--- src/rtl/led_word_serializer_pkg.sv ---
// Shared types and defaults for the LED word serializer.
package led_word_serializer_pkg;

  typedef enum logic [1:0] {
    ST_IDLE  = 2'd0,
    ST_START = 2'd1,
    ST_DATA  = 2'd2,
    ST_STOP  = 2'd3
  } state_t;

  localparam int LED_BIT_TICKS = 1251;

endpackage

--- src/rtl/led_word_serializer_tick.sv ---
// End-of-bit-period strobe generator.
module bit_tick_gen
  import led_word_serializer_pkg::*;
#(
  parameter int BIT_TICKS = LED_BIT_TICKS
) (
  input  logic clk,
  input  logic rst_n,
  input  logic clr,
  output logic tick
);

  localparam int CW = $clog2(BIT_TICKS + 1);
  localparam logic [CW-1:0] LAST = CW'(BIT_TICKS - 1);

  logic [CW-1:0] cnt;

  always_ff @(posedge clk or negedge rst_n) begin
    if (!rst_n) begin
      cnt <= '0;
    end else if (clr || cnt == LAST) begin
      cnt <= '0;
    end else begin
      cnt <= cnt + CW'(1);
    end
  end

  assign tick = !clr && (cnt == LAST);

endmodule

--- src/rtl/led_word_serializer.sv ---
// Shifts a framed word out on one LED pin, LSB first.
module led_word_serializer
  import led_word_serializer_pkg::*;
#(
  parameter int   WIDTH     = 48,
  parameter int   BIT_TICKS = LED_BIT_TICKS,
  parameter logic IDLE_LVL  = 1'b0
) (
  input  logic             clk,
  input  logic             rst_n,
  input  logic [WIDTH-1:0] in_data,
  input  logic             in_valid,
  output logic             in_ready,
  output logic             led,
  output logic             busy,
  output logic             done
);

  localparam int IW = $clog2(WIDTH);
  localparam logic [IW-1:0] LAST_BIT = IW'(WIDTH - 1);

  state_t           state, state_n;
  logic [WIDTH-1:0] shreg, shreg_n;
  logic [IW-1:0]    bidx, bidx_n;
  logic             led_n;
  logic             done_n;
  logic             tick;
  logic             accept;

  assign in_ready = (state == ST_IDLE);
  assign busy     = !in_ready;
  assign accept   = in_valid && in_ready;

  // Counter is held at zero while idle, so it restarts on accept.
  bit_tick_gen #(
    .BIT_TICKS(BIT_TICKS)
  ) u_tick (
    .clk  (clk),
    .rst_n(rst_n),
    .clr  (in_ready),
    .tick (tick)
  );

  always_comb begin
    state_n = state;
    shreg_n = shreg;
    bidx_n  = bidx;
    done_n  = 1'b0;
    unique case (state)
      ST_IDLE: begin
        if (accept) begin
          shreg_n = in_data;
          state_n = ST_START;
        end
      end
      ST_START: begin
        if (tick) state_n = ST_DATA;
      end
      ST_DATA: begin
        if (tick) begin
          shreg_n = shreg >> 1;
          if (bidx == LAST_BIT) begin
            bidx_n  = '0;
            state_n = ST_STOP;
          end else begin
            bidx_n = bidx + IW'(1);
          end
        end
      end
      ST_STOP: begin
        if (tick) begin
          state_n = ST_IDLE;
          done_n  = 1'b1;
        end
      end
      default: state_n = ST_IDLE;
    endcase
  end

  // led is registered from the next state so it lines up with state.
  always_comb begin
    led_n = IDLE_LVL;
    unique case (state_n)
      ST_START: led_n = ~IDLE_LVL;
      ST_DATA:  led_n = shreg_n[0];
      default:  led_n = IDLE_LVL;
    endcase
  end

  always_ff @(posedge clk or negedge rst_n) begin
    if (!rst_n) begin
      state <= ST_IDLE;
      shreg <= '0;
      bidx  <= '0;
      led   <= IDLE_LVL;
      done  <= 1'b0;
    end else begin
      state <= state_n;
      shreg <= shreg_n;
      bidx  <= bidx_n;
      led   <= led_n;
      done  <= done_n;
    end
  end

endmodule

--- config.mk ---
export PLATFORM = sky130hd
export DESIGN_NAME = led_word_serializer
export DESIGN_NICKNAME = d
export VERILOG_FILES = /design/src/rtl/led_word_serializer_pkg.sv /design/src/rtl/led_word_serializer_tick.sv /design/src/rtl/led_word_serializer.sv
export SDC_FILE = /design/constraint.sdc
export NUM_CORES = 1
export LEC_CHECK = 0
export CORE_MARGIN = 2
export CORE_UTILIZATION = 27
export CTS_BUF_LIST = sky130_fd_sc_hd__clkbuf_16
export DETAILED_ROUTE_END_ITERATION = 8
export PLACE_DENSITY_LB_ADDON = 0.25
export SETUP_SLACK_MARGIN = 0.02
export SLEW_MARGIN = 25
export SYNTH_ARGS = -nofsm -noshare
export SYNTH_HDL_FRONTEND = slang
export SYNTH_SLANG_ARGS = --single-unit
--- constraint.sdc ---
create_clock -name clk -period 2 [get_ports clk]
set_input_delay 0.2 -clock clk [delete_from_list [all_inputs] [get_ports clk]]
set_output_delay 0.2 -clock clk [all_outputs]
set_load 0.01 [all_outputs]
After elaboration in Yosys (flattened, before gate mapping) --
Cells that the tools add are included.
Storage, ports and cells: memory bits (writable) 0, memories 0, ROM bits 0, register bits 69, bits in latches 0, word-level logic and storage cells 40, input port bits 51, output and inout port bits 4
Cells by class: add/sub/neg operators 2, multiplexer cells 14, div/mod/pow operators 0, bitwise operators 0, equal/unequal tests 9, reductions and logical operators 8, shift operators 0, order comparisons 0, multiply operators 0
Operators with widths (number):
- $mux 48 | 2
- $pmux 48 s2 | 1
- $add 11x1->11 const B | 1
- $eq 11x11->1 const B | 1
- $mux 11 | 1
- $mux 2 | 5
- $pmux 2 s4 | 1
- $add 6x1->6 const B | 1
- $eq 2x2->1 const B | 3
- $eq 6x6->1 const B | 1
- $mux 6 | 1
- $eq 2x1->1 const B | 2
- $reduce_and 3->1 | 1
- $logic_and 1x1->1 | 2
- $logic_not 2->1 | 1
- $mux 1 | 2
- $ne 2x1->1 const B | 1
- $ne 2x2->1 const B | 1
- $pmux 1 s2 | 1
- $reduce_and 2->1 | 1
- $reduce_bool 2->1 | 1
- $logic_not 1->1 | 1
- $logic_or 1x1->1 | 1

Depth between registers and ports, before layout --
Gate-level depths: netlist (run 1).
depth after elaboration 7, gate-level depth with buffers 11, gate-level depth less buffers 10

Modules after synthesis --
A second synthesis (run 1) with hierarchy kept.
Unflattened totals: cells, all modules 270, area, all modules 3213.1 sq um
By module, submodules not included:
- led_word_serializer | cells an instance 216, area each 2653.8 sq um, instances 1, seq. area each 1451.4 sq um
- bit_tick_gen | cells an instance 54, area each 559.3 sq um, instances 1, seq. area each 275.3 sq um

Least setup slack after synthesis (run 1) --
OpenSTA, ideal clock, no wires.
path type reg-to-reg, start point reg u_tick.cnt[0], end point reg led, slack -0.188 ns, buffers on the path 1, cell stages (with the launch flop) 11, required time 1.918 ns, period minus slack after synthesis 2.188 ns, arrival 2.105 ns, setup time 0.082 ns, path through dfrtp_1 inv_1 ha_1 and4bb_2 and3_1 clkbuf_1 a31oi_1 mux2_2 ha_1 a211o_1 o22ai_1
On the way: longest elaborated chain between the ends 6, elaborated cells on any way between the ends 11, classes of those cells 3 x eq/ne; 7 x mux; 1 x reduce/logical
Ends and longest elaborated chain:
- start: declaration | RTL line led_word_serializer_tick.sv:16 | logic [CW-1:0] cnt;
- start signal: assignment | RTL line led_word_serializer_tick.sv:24 | cnt <= cnt + CW'(1);
- $eq 11x11->1 * | RTL line led_word_serializer_tick.sv:28 | assign tick = !clr && (cnt == LAST);
- $logic_and 1x1->1 * | RTL line led_word_serializer_tick.sv:28
- $mux 2 (on tied branches) | RTL line led_word_serializer.sv:71, led_word_serializer.sv:57, led_word_serializer.sv:60
- $pmux 2 s4 | RTL line led_word_serializer.sv:49 | unique case (state)
- $eq 2x2->1 or $eq 2x1->1 (tied branches) | RTL line led_word_serializer.sv:83 | unique case (state_n)
- $pmux 1 s2 * | RTL line led_word_serializer.sv:83
- named net led_n | RTL line led_word_serializer.sv:25 | logic led_n;
- end signal: assignment | RTL line led_word_serializer.sv:101 | led <= led_n;
- end: declaration | RTL line led_word_serializer.sv:14 | output logic led,
Mark *: on every way through the listed nets, which the timed path passes. The rest lies on a longest branch. The select of a mux whose other input is x is not followed. A chain may end at the register's enable or synchronous reset.

Worst setup path after layout (run 1) --
Same ends and word-level chain as after synthesis.

==> summary.txt, run 1 <==
Setup path
  • Crit-path max FO: 4
  • CP peak stage delay: approximately 0.37 ns
  • Reg-to-reg startpoint: u_tick.cnt[0]$_DFF_PN0_
  • R2R Setup Slk: -0.05 ns
  • Crit path launch type: register
  • Worst setup EP type: register
  • Worst r2r dst: led$_DFF_PN0_
  • R2R depth: 9
  • Crit path arrival time: around 2.3 ns
  • Slowest CP cell: dfrtp_1
  • Worst Path Class, Setup: reg -> reg
  • Cells along the critical path: inv_1, ha_1, and4bb_2, and3_4, a31oi_4, mux2_4, ha_4, a211o_1, o22ai_2
  • Crit path max-delay family: simple AND/OR/NAND/NOR gates
  • Req. time, crit path: 2.24 ns
  • Number of cells on the critical path: 9
  • Buf+Inv Stages, Crit Path: 1

STA
  • RSZ-0062 raised after global routing: yes
  • Post-route minimum period: 2.051 ns
  • Max Freq: 0.4875 GHz
  • Fin. max-slew vios: 0
  • Setup ws final: -0.05136 ns
  • Setup tns final: -0.05136 ns
  • Fin crit share: 102.6%
  • Final setup fails: 1
  • Final hold vios: 0
  • Setup Skew: 0.008193 ns
  • Hold slack: 0.3561 ns
  • Slew HR: 55.61%
  • Worst-margin pin slew: 0.6643 ns

CTS
  • Clk Latency, worst-skew pair: 0.32 ns
  • Clock-pin slew on the worst setup and hold paths: about 0.050 ns
  • CTS Buf Count: 9
  • Sink Count: 69
  • Htree depth: 3
  • Clock Tree Buf Depth: 2
  • CTS root buf: clkbuf_16
  • CTS tree: built

Logic synthesis
  • Post-synth EDFFs: 0
  • Netlist cell types: 40
  • Post-Syn Nets: 330
  • Post-synth ARST share: 100.0%
  • Seq cells post-synth: 69
  • Syn. warnings: 0
  • Mean post-synth cell area: 11.78 sq um
  • Share of the yosys chip area belonging to registers: 53.51%
  • Synth Instances: 274
  • Synthesized area: about 3200 sq um
  • Main flop type after synthesis: dfrtp_1

Global routing
  • First-pass GRT wire length: ~12 mm
  • Initial antenna violation count: 0
  • GR Overflow Total: 0
  • Pin count of the biggest net entering global routing: 49
  • Vias in the first global route: ~2400
  • GR Util All Layers: 11.73%

Placed design
  • Worst slack, placed: -0.1741 ns
  • GP Congestion: 0.7163
  • Detailed placement HPWL: between 4 and 5 mm
  • Post-Place Cells: 470
  • Port Buf Inserts: between 50 and 60

Power and ir drop
  • Final Power: 3.832 mW
  • Pleak: 2.288 nW
  • Power Dens Cells: 857.5 nW/um^2
  • Worst IR Drop VDD: ~0.42 mV

Finish
  • Post-layout net count: 400
  • Antenna cell count: 0
  • Synth-to-Final Area Change: 38.50%
  • Layout cells sized above 1: 16.67%
  • Most frequent cells in the layout: dfrtp_1, clkdlybuf4s50_1, a22o_1
  • Commonest non-fill, non-tap cell in the layout: dfrtp_1
  • Fin cells: 491

Flow run
  • # Max-Cap Violations: 0

Floorplan
  • Chip width: 113.3 um
  • Num rows: 39
  • Die ar.: about 13000 sq um
  • Initial Utilization: 27.90%
  • Top-level I/O count: 55
  • Die height: 113.3 um
  • Core ar.: 11560 sq um

Detailed routing
  • Total number of vias: 2353
  • Via density: around 4.8
  • Detail Route Antenna Nets: 0
  • WL/cell: 14.75 um
  • Drc violations: 0
  • Number of DRC markers in iteration 0: 88
  • Post-Route WL: a little over 7 mm
  • Initial DRT Pass Iterations: 4

Min path
  • Min-delay worst type: in -> async

Status
  • Failing checks: setup timing
  • Outcome: complete, but fails checks
cell usage after synthesis (all sizes together), types with 3 or more instances:
master  instances  share of area (%)
and3            5               0.97
a21o           46                 11
inv             6               0.70
xnor2           6                1.6
nor2           16                2.0
mux2            3                1.0
ha              5                1.9
dfrtp          69                 54
nand2           7               0.81
buf            17                3.0
nand3           4               0.62
nand4           4               0.78
o21ai           3               0.58
a22o           47                 13
clkbuf          3               0.35
xor2            6                1.6
flip-flops by register name, summed over array words and instances (netlist names):
register / flops
state: 2
u_tick.cnt: 11
shreg: 48
done: 1
led: 1
bidx: 6
cells by family after synthesis:
kind of cell,after synthesis,synth area share [%]
AOI/OAI and AO/OA,105,26.17
DFF,69,53.51
xor gates and xnor gates,12,3.257
muxes,5,1.667
buffers and inverters,26,4.071
and+or+nand+nor,52,9.383
adders and majority gates,5,1.939
worst max-delay path by stage:
stage / start / to / slack (ns)
floorplan: u_tick.cnt[0]$_DFF_PN0_ / led$_DFF_PN0_ / -0.06
global placement: u_tick.cnt[0]$_DFF_PN0_ / led$_DFF_PN0_ / -0.16
finish: u_tick.cnt[0]$_DFF_PN0_ / led$_DFF_PN0_ / -0.05
CTS: u_tick.cnt[0]$_DFF_PN0_ / led$_DFF_PN0_ / -0.09
detailed placement: u_tick.cnt[0]$_DFF_PN0_ / led$_DFF_PN0_ / -0.17
global route: u_tick.cnt[0]$_DFF_PN0_ / led$_DFF_PN0_ / -0.15
through the flow:
step                      instance area (sq um)  utilization, %
final                                      4469           38.65
after global routing                       4469           38.65
after CTS                                  4394           38.00
after detailed placement                   4033           34.87
after global placement                     4033           34.87
after floorplan                            3252               -
final cells by class:
type / instances / area (sq um)
Timing Repair Buffer: 78 / 783.3
Clock inverter: 6 / 87.58
Multi-Input combinational cell: 180 / 1445
Tap cell: 143 / 178.9
Inverter: 6 / 22.52
Fill cell: 1129 / 7096
Clock buffer: 9 / 225.2
Sequential cell: 69 / 1727
timing repair:
item / 4_1_cts / 5_1_grt
pin swaps: 2 / 1
gates cloned: 1 / 1
setup endpoints to repair: 48 / 28
resized for setup: 7 / 5
setup buffers: 0 / 3
hold buffers: 1 / 0
hold endpoints to repair: 27 / 0
layer usage:
layer | global-route usage [%] | vias up | share of wire, %
li1 | - | 1155 | -
met1 | 15.86 | 1153 | 49
met2 | 17.76 | 40 | 44
met3 | 4.339 | 5 | 5.4
met4 | 3.171 | 0 | 0.84
met5 | 0 | - | 0
power by group:
group          internal [mW]  leakage, nW  total [mW]  switching, mW
Combinational          0.310         1.25       0.514          0.204
Sequential              1.55        0.898        1.66          0.104
Clock                   1.08        0.146        1.66          0.579
(Power assumes the default switching activity.)
==> inputs of run 2 (changes only) <==
Settings changed: ABC_AREA from default to 1.
==> summary.txt, run 2 <==
CTS
  • CTS root buf: clkbuf_16
  • CTS Buf Count: 9
  • Clk Latency, worst-skew pair: around 0.33 ns
  • Htree depth: 3
  • CTS tree: built
  • Clock Tree Buf Depth: 2
  • Clock-pin slew on the worst setup and hold paths: 0.06 ns
  • Sink Count: 69
  • Setup bufs post-CTS: 0

Setup path
  • Crit path launch type: register
  • Crit path arrival time: 1.99 ns
  • R2R Setup Slk: between 0.15 and 0.2 ns
  • Crit-path max FO: 46
  • Worst setup EP type: register
  • Worst Path Class, Setup: reg -> reg
  • Req. time, crit path: 2.17 ns

Detailed routing
  • Initial DRT Pass Iterations: 6
  • Via density: 4.502
  • Drc violations: 2
  • Number of DRC markers in iteration 0: 126
  • WL/cell: 12.19 um
  • Total number of vias: 2476
  • Detail Route Antenna Nets: 0
  • Post-Route WL: around 6.7 mm

Logic synthesis
  • Synthesized area: 3214 sq um
  • Share of the yosys chip area belonging to registers: between 50 and 60%
  • Top-area cell type share of the netlist area: 53.72%
  • Main flop type after synthesis: dfrtp_1
  • Syn. warnings: 0
  • Synth area leader: dfrtp_1
  • Dominant cells by area after synthesis: dfrtp_1, o221ai_1, nand2_1, inv_1, ha_1
  • Netlist cell types: 31
  • Post-Syn Nets: 402
  • Synth Instances: 346
  • Count leader, synth: nand2_1
  • Post-synth ARST share: 100.0%
  • Post-synth EDFFs: 0
  • Synth top cells by count: nand2_1, dfrtp_1, inv_1
  • Mean post-synth cell area: 9.290 sq um
  • Seq cells post-synth: 69

Global routing
  • Met2 usage: 18.76%
  • Busiest grt layer: met2
  • Vias in the first global route: 2565
  • Met3 Usage GRT: 3.642%
  • GR Util All Layers: 11.34%
  • Pin count of the biggest net entering global routing: 48
  • GR Overflow Total: 0
  • First-pass GRT wire length: 11.62 mm
  • Met1 Resource Use GR: 14.00%
  • Initial antenna violation count: 0

Floorplan
  • Die height: 113.1 um
  • Num rows: 39
  • Top-level I/O count: 55
  • Initial Utilization: 27.91%
  • Core ar.: 11520 sq um
  • Chip width: between 100 and 150 um
  • Die ar.: 12790 sq um

Placed design
  • Post-Place Cells: 533
  • GP Congestion: 0.8005
  • Detailed placement HPWL: 4.730 mm
  • Port Buf Inserts: between 50 and 60

Power and ir drop
  • P_int: 3.179 mW
  • Pleak: 1.872 nW
  • Worst IR Drop VDD: 0.3538 mV
  • Power Dens Cells: ~1000 nW/um^2
  • Combinational power share: 17.7%
  • Switch share: 26.31%
  • P_sw: 1.135 mW
  • Sequential power share: 42.8%
  • Clk network pwr share: 39.5%

Finish
  • Synth-to-Final Area Change: 31.34%
  • Fillers: around 1200
  • Top Registers: shreg x48, u_tick.cnt x11, bidx x6
  • Fin cells: 550
  • Commonest non-fill, non-tap cell in the layout: nand2_1
  • Final design utilization: a little over a third
  • Antenna cell count: 0
  • Max reg flops: 48
  • Layout cells sized above 1: 9.091%
  • Most frequent cells in the layout: nand2_1, dfrtp_1, inv_1
  • Area of the multi-input gates: about 1100 sq um
  • Reg with most FFs: shreg
  • Reg area: 1727 sq um
  • Post-layout net count: 458

STA
  • Post-route minimum period: 1.819 ns
  • RSZ-0062 raised after global routing: yes
  • Fin. max-slew vios: 0
  • Fin crit share: 90.96%
  • Setup tns final: 0 ns
  • Final setup fails: 0
  • Final hold vios: 0
  • Max Freq: 0.5497 GHz
  • Slew HR: 66.45%
  • Worst-margin pin slew: 0.5028 ns
  • Setup Skew: approximately 0.0043 ns

Flow run
  • # Max-Cap Violations: 0

Status
  • Outcome: complete, but fails checks
  • Failing checks: DRC

Min path
  • Min-delay worst type: in -> async
## run 2: cell count changes after synthesis, sizes merged, moves of 7 or more
cell / change
a21oi: +7
nand2: +69
inv: +65
a22o: -47
o221ai: +45
a21o: -46
nor3: +8
## run 2: path summary, 6_finish.rpt
path,from,depth (start not counted),endpoint
max,u_tick.cnt[0]$_DFF_PN0_,9,shreg[24]$_DFFE_PN0P_
min,rst_n,2,shreg[0]$_DFF_PN0_
max reg2reg,u_tick.cnt[0]$_DFF_PN0_,9,shreg[24]$_DFFE_PN0P_
min reg2reg,u_tick.cnt[0]$_DFF_PN0_,1,u_tick.cnt[0]$_DFF_PN0_
max in group asynchronous,rst_n,3,bidx[2]$_DFFE_PN0P_
min in group clk,in_data[47],3,shreg[47]$_DFFE_PN0P_
## run 2: worst max-delay path: stages (launching register included)
cell      delay [ns]
dfrtp_1         0.41
inv_1           0.07
ha_1            0.14
nand2_1         0.08
nor2_4          0.10
nand3_4         0.11
inv_2           0.10
nand2_4         0.07
nand2_4         0.38
o221ai_1        0.19
## run 2: metal layers
metal	up-vias	share of wire (%)
met2	41	48
met4	0	0.94
met5	-	0
met1	1173	46
met3	5	4.6
li1	1257	-
## run 2: cells by family after synthesis
group / share of synthesized area (%)
buffers and inverters: 11.13
adders and majority gates: 1.946
and+or+nand+nor: 16.35
DFF: 53.72
xor gates and xnor gates: 1.090
AOI/OAI and AO/OA: 15.77
## run 2: timing repair
item,4_1_cts,5_1_grt
hold buffers,1,0
endpoints found under the setup margin,0,5
resized for setup,0,2
hold endpoints to repair,35,0
## run 2: cell type report
| cell class | instances | share of cell area [%] |
|---|---|---|
| Clock buffer | 9 | 5.335 |
| Clock inverter | 7 | 2.341 |
| Inverter | 71 | 6.313 |
| Multi-Input combinational cell | 191 | 27.00 |
| Sequential cell | 69 | 40.90 |
| Tap cell | 143 | 4.238 |
| Timing Repair Buffer | 60 | 13.87 |
## run 2: stage by stage
step / hold WS [ns] / instance area (sq um) / setup slack, ns / total power, mW
global route: 0.3972 / 4222 / 0.002489 / 4.572
CTS: 0.3889 / 4217 / 0.1152 / 4.370
detailed placement: 0.1913 / 3882 / 0.1251 / 2.650
global placement: 0.1908 / 3882 / 0.2117 / 2.621
finish: 0.3733 / 4222 / 0.1808 / 4.314
floorplan: -0.09559 / 3214 / 0.3138 / 2.366
## run 2: power groups by stage
stage                     sequential (mW)  combinational, mW  clock (mW)
after floorplan                      1.84              0.522           0
after global placement               1.87              0.755           0
after detailed placement             1.88              0.773           0
after CTS                            1.85              0.782        1.74
after global routing                 1.89              0.875        1.81
final                                1.85              0.764        1.70
==> inputs of run 3 (changes only) <==
==> constraint.sdc (replaced) <==
create_clock -name clk -period 2 [get_ports clk]
set_input_delay 0.3 -clock clk [delete_from_list [all_inputs] [get_ports clk]]
set_output_delay 0.3 -clock clk [all_outputs]
set_load 0.01 [all_outputs]
==> summary.txt, run 3 (synthesis gave the netlist of run 2 again) <==
Global routing
  • First-pass GRT wire length: 11.53 mm
  • GR Overflow Total: 0
  • GR Util All Layers: 11.40%
  • Initial antenna violation count: 0
  • Pin count of the biggest net entering global routing: 48
  • Vias in the first global route: 2517

STA
  • RSZ-0062 raised after global routing: no
  • Post-route minimum period: 1.819 ns
  • Setup Skew: 0.006767 ns
  • Setup ws final: 0.1806 ns
  • Setup tns final: 0 ns
  • Max Freq: 0.5496 GHz
  • Final hold vios: 0
  • Slew HR: 73.32%
  • Fin. max-slew vios: 0
  • Worst-margin pin slew: 0.4002 ns
  • Final setup fails: 0
  • Fin crit share: 90.97%

Status
  • Failing checks: DRC
  • Outcome: complete, but fails checks

Placed design
  • Port Buf Inserts: 54
  • Worst slack, placed: 0.1662 ns
  • GP Congestion: a little under 0.8
  • Detailed placement HPWL: between 4 and 5 mm

Min path
  • Min-delay worst type: in -> async

Setup path
  • Reg-to-reg startpoint: u_tick.cnt[0]$_DFF_PN0_
  • R2R Setup Slk: ~0.20 ns
  • R2R depth: 11
  • Crit-path max FO: 5
  • Crit path launch type: register
  • Req. time, crit path: 1.70 ns
  • Worst setup EP type: output port
  • Crit path arrival time: 1.52 ns
  • Worst Path Class, Setup: reg -> out
  • Worst r2r dst: led$_DFF_PN0_

Finish
  • Antenna cell count: 0
  • Reg area: ~1700 sq um
  • Post-layout net count: 459
  • Synth-to-Final Area Change: 30.71%
  • Top Registers: shreg x48, u_tick.cnt x11, bidx x6
  • Commonest non-fill, non-tap cell in the layout: nand2_1
  • Area of the multi-input gates: 1142 sq um
  • Fillers: 1198
  • Layout cells sized above 1: about 8.6%
  • Most frequent cells in the layout: nand2_1, dfrtp_1, inv_1
  • Reg with most FFs: shreg
  • Max reg flops: 48

Floorplan
  • Die ar.: 12790 sq um
  • Top-level I/O count: 55
  • Num rows: 39
  • Die height: 113.1 um
  • Core ar.: 11520 sq um
  • Initial Utilization: 27.91%
  • Chip width: 113.1 um

CTS
  • CTS tree: built
  • Clk Latency, worst-skew pair: around 0.33 ns
  • Clock-pin slew on the worst setup and hold paths: 0.05 ns
  • Sink Count: 69
  • Clock Tree Buf Depth: 2
  • Htree depth: 3
  • CTS Buf Count: 9
  • CTS root buf: clkbuf_16

Detailed routing
  • Post-Route WL: 6.708 mm
  • Initial DRT Pass Iterations: 6
  • Via density: 4.580
  • WL/cell: 12.20 um
  • Drc violations: 2
  • Detail Route Antenna Nets: 0
  • Total number of vias: 2519
  • Number of DRC markers in iteration 0: 119

Power and ir drop
  • Power Dens Cells: 950.0 nW/um^2
  • Worst IR Drop VDD: 0.3650 mV
  • Pleak: 1.852 nW

Flow run
  • # Max-Cap Violations: 0
[run 3: cell count changes in the layout (fill, tap and decap cells not counted), sizes merged]
cell / previous run / this run
bufinv: 2 / 0
clkinvlp: 1 / 2
clkinv: 3 / 4
inv: 72 / 71
buf: 6 / 7
[run 3: worst max-delay path, cell delays in order (launching register included)]
cell and delay (ns):
dfrtp_1 0.42, nor2_1 0.19, inv_2 0.10, clkdlybuf4s50_1 0.49
[run 3: layout make-up]
| cell class | instances | share of cell area, % |
|---|---|---|
| Clock buffer | 9 | 5.360 |
| Clock inverter | 6 | 0.7445 |
| Inverter | 71 | 6.343 |
| Multi-Input combinational cell | 191 | 27.19 |
| Sequential cell | 69 | 41.10 |
| Tap cell | 143 | 4.258 |
| Timing Repair Buffer | 61 | 15.01 |
[run 3: worst max path at each step]
stage	cells past startpoint	endpoint	slack, ns	start
global placement	11	led$_DFF_PN0_	0.21	u_tick.cnt[0]$_DFF_PN0_
detailed placement	13	led$_DFF_PN0_	0.17	u_tick.cnt[0]$_DFF_PN0_
global route	3	busy	0.06	state[1]$_DFF_PN0_
CTS	13	led$_DFF_PN0_	0.13	u_tick.cnt[0]$_DFF_PN0_
floorplan	13	led$_DFF_PN0_	0.31	u_tick.cnt[0]$_DFF_PN0_
finish	3	busy	0.18	state[1]$_DFF_PN0_
[run 3: power breakdown]
part	switching, mW	internal (mW)	leakage (nW)	total (mW)
registers	0.118	1.73	0.874	1.84
logic	0.408	0.365	0.858	0.773
clock network	0.560	0.815	0.120	1.37
[run 3: timing repair]
item / in CTS / in global routing
hold buffers: 1 / 0
setup buffers: 0 / 0
endpoints found under the hold margin: 27 / 0
endpoints found under the setup margin: 0 / 1
resized for setup: 0 / 3
[run 3: metal layers]
layer | global-route usage, % | wire length [um] | vias to the layer above
li1 | - | - | 1263
met1 | 14.23 | 3104 | 1200
met2 | 18.04 | 3171 | 45
met3 | 3.535 | 299 | 11
met4 | 5.366 | 132 | 0
met5 | 0 | 0 | -
[run 3: stage by stage]
step | area (sq um) | instances | total power [mW] | utilization (%) | hold WS, ns
finish | 4202 | 550 | 3.991 | 36.48 | 0.4426
CTS | 4194 | 550 | 4.046 | 36.42 | 0.4565
global route | 4202 | 550 | 4.258 | 36.48 | 0.4752
detailed placement | 3928 | 534 | 2.650 | 34.10 | 0.2626
floorplan | 3214 | 346 | 2.366 | - | 0.004409
global placement | 3928 | 534 | 2.628 | 34.10 | 0.2599
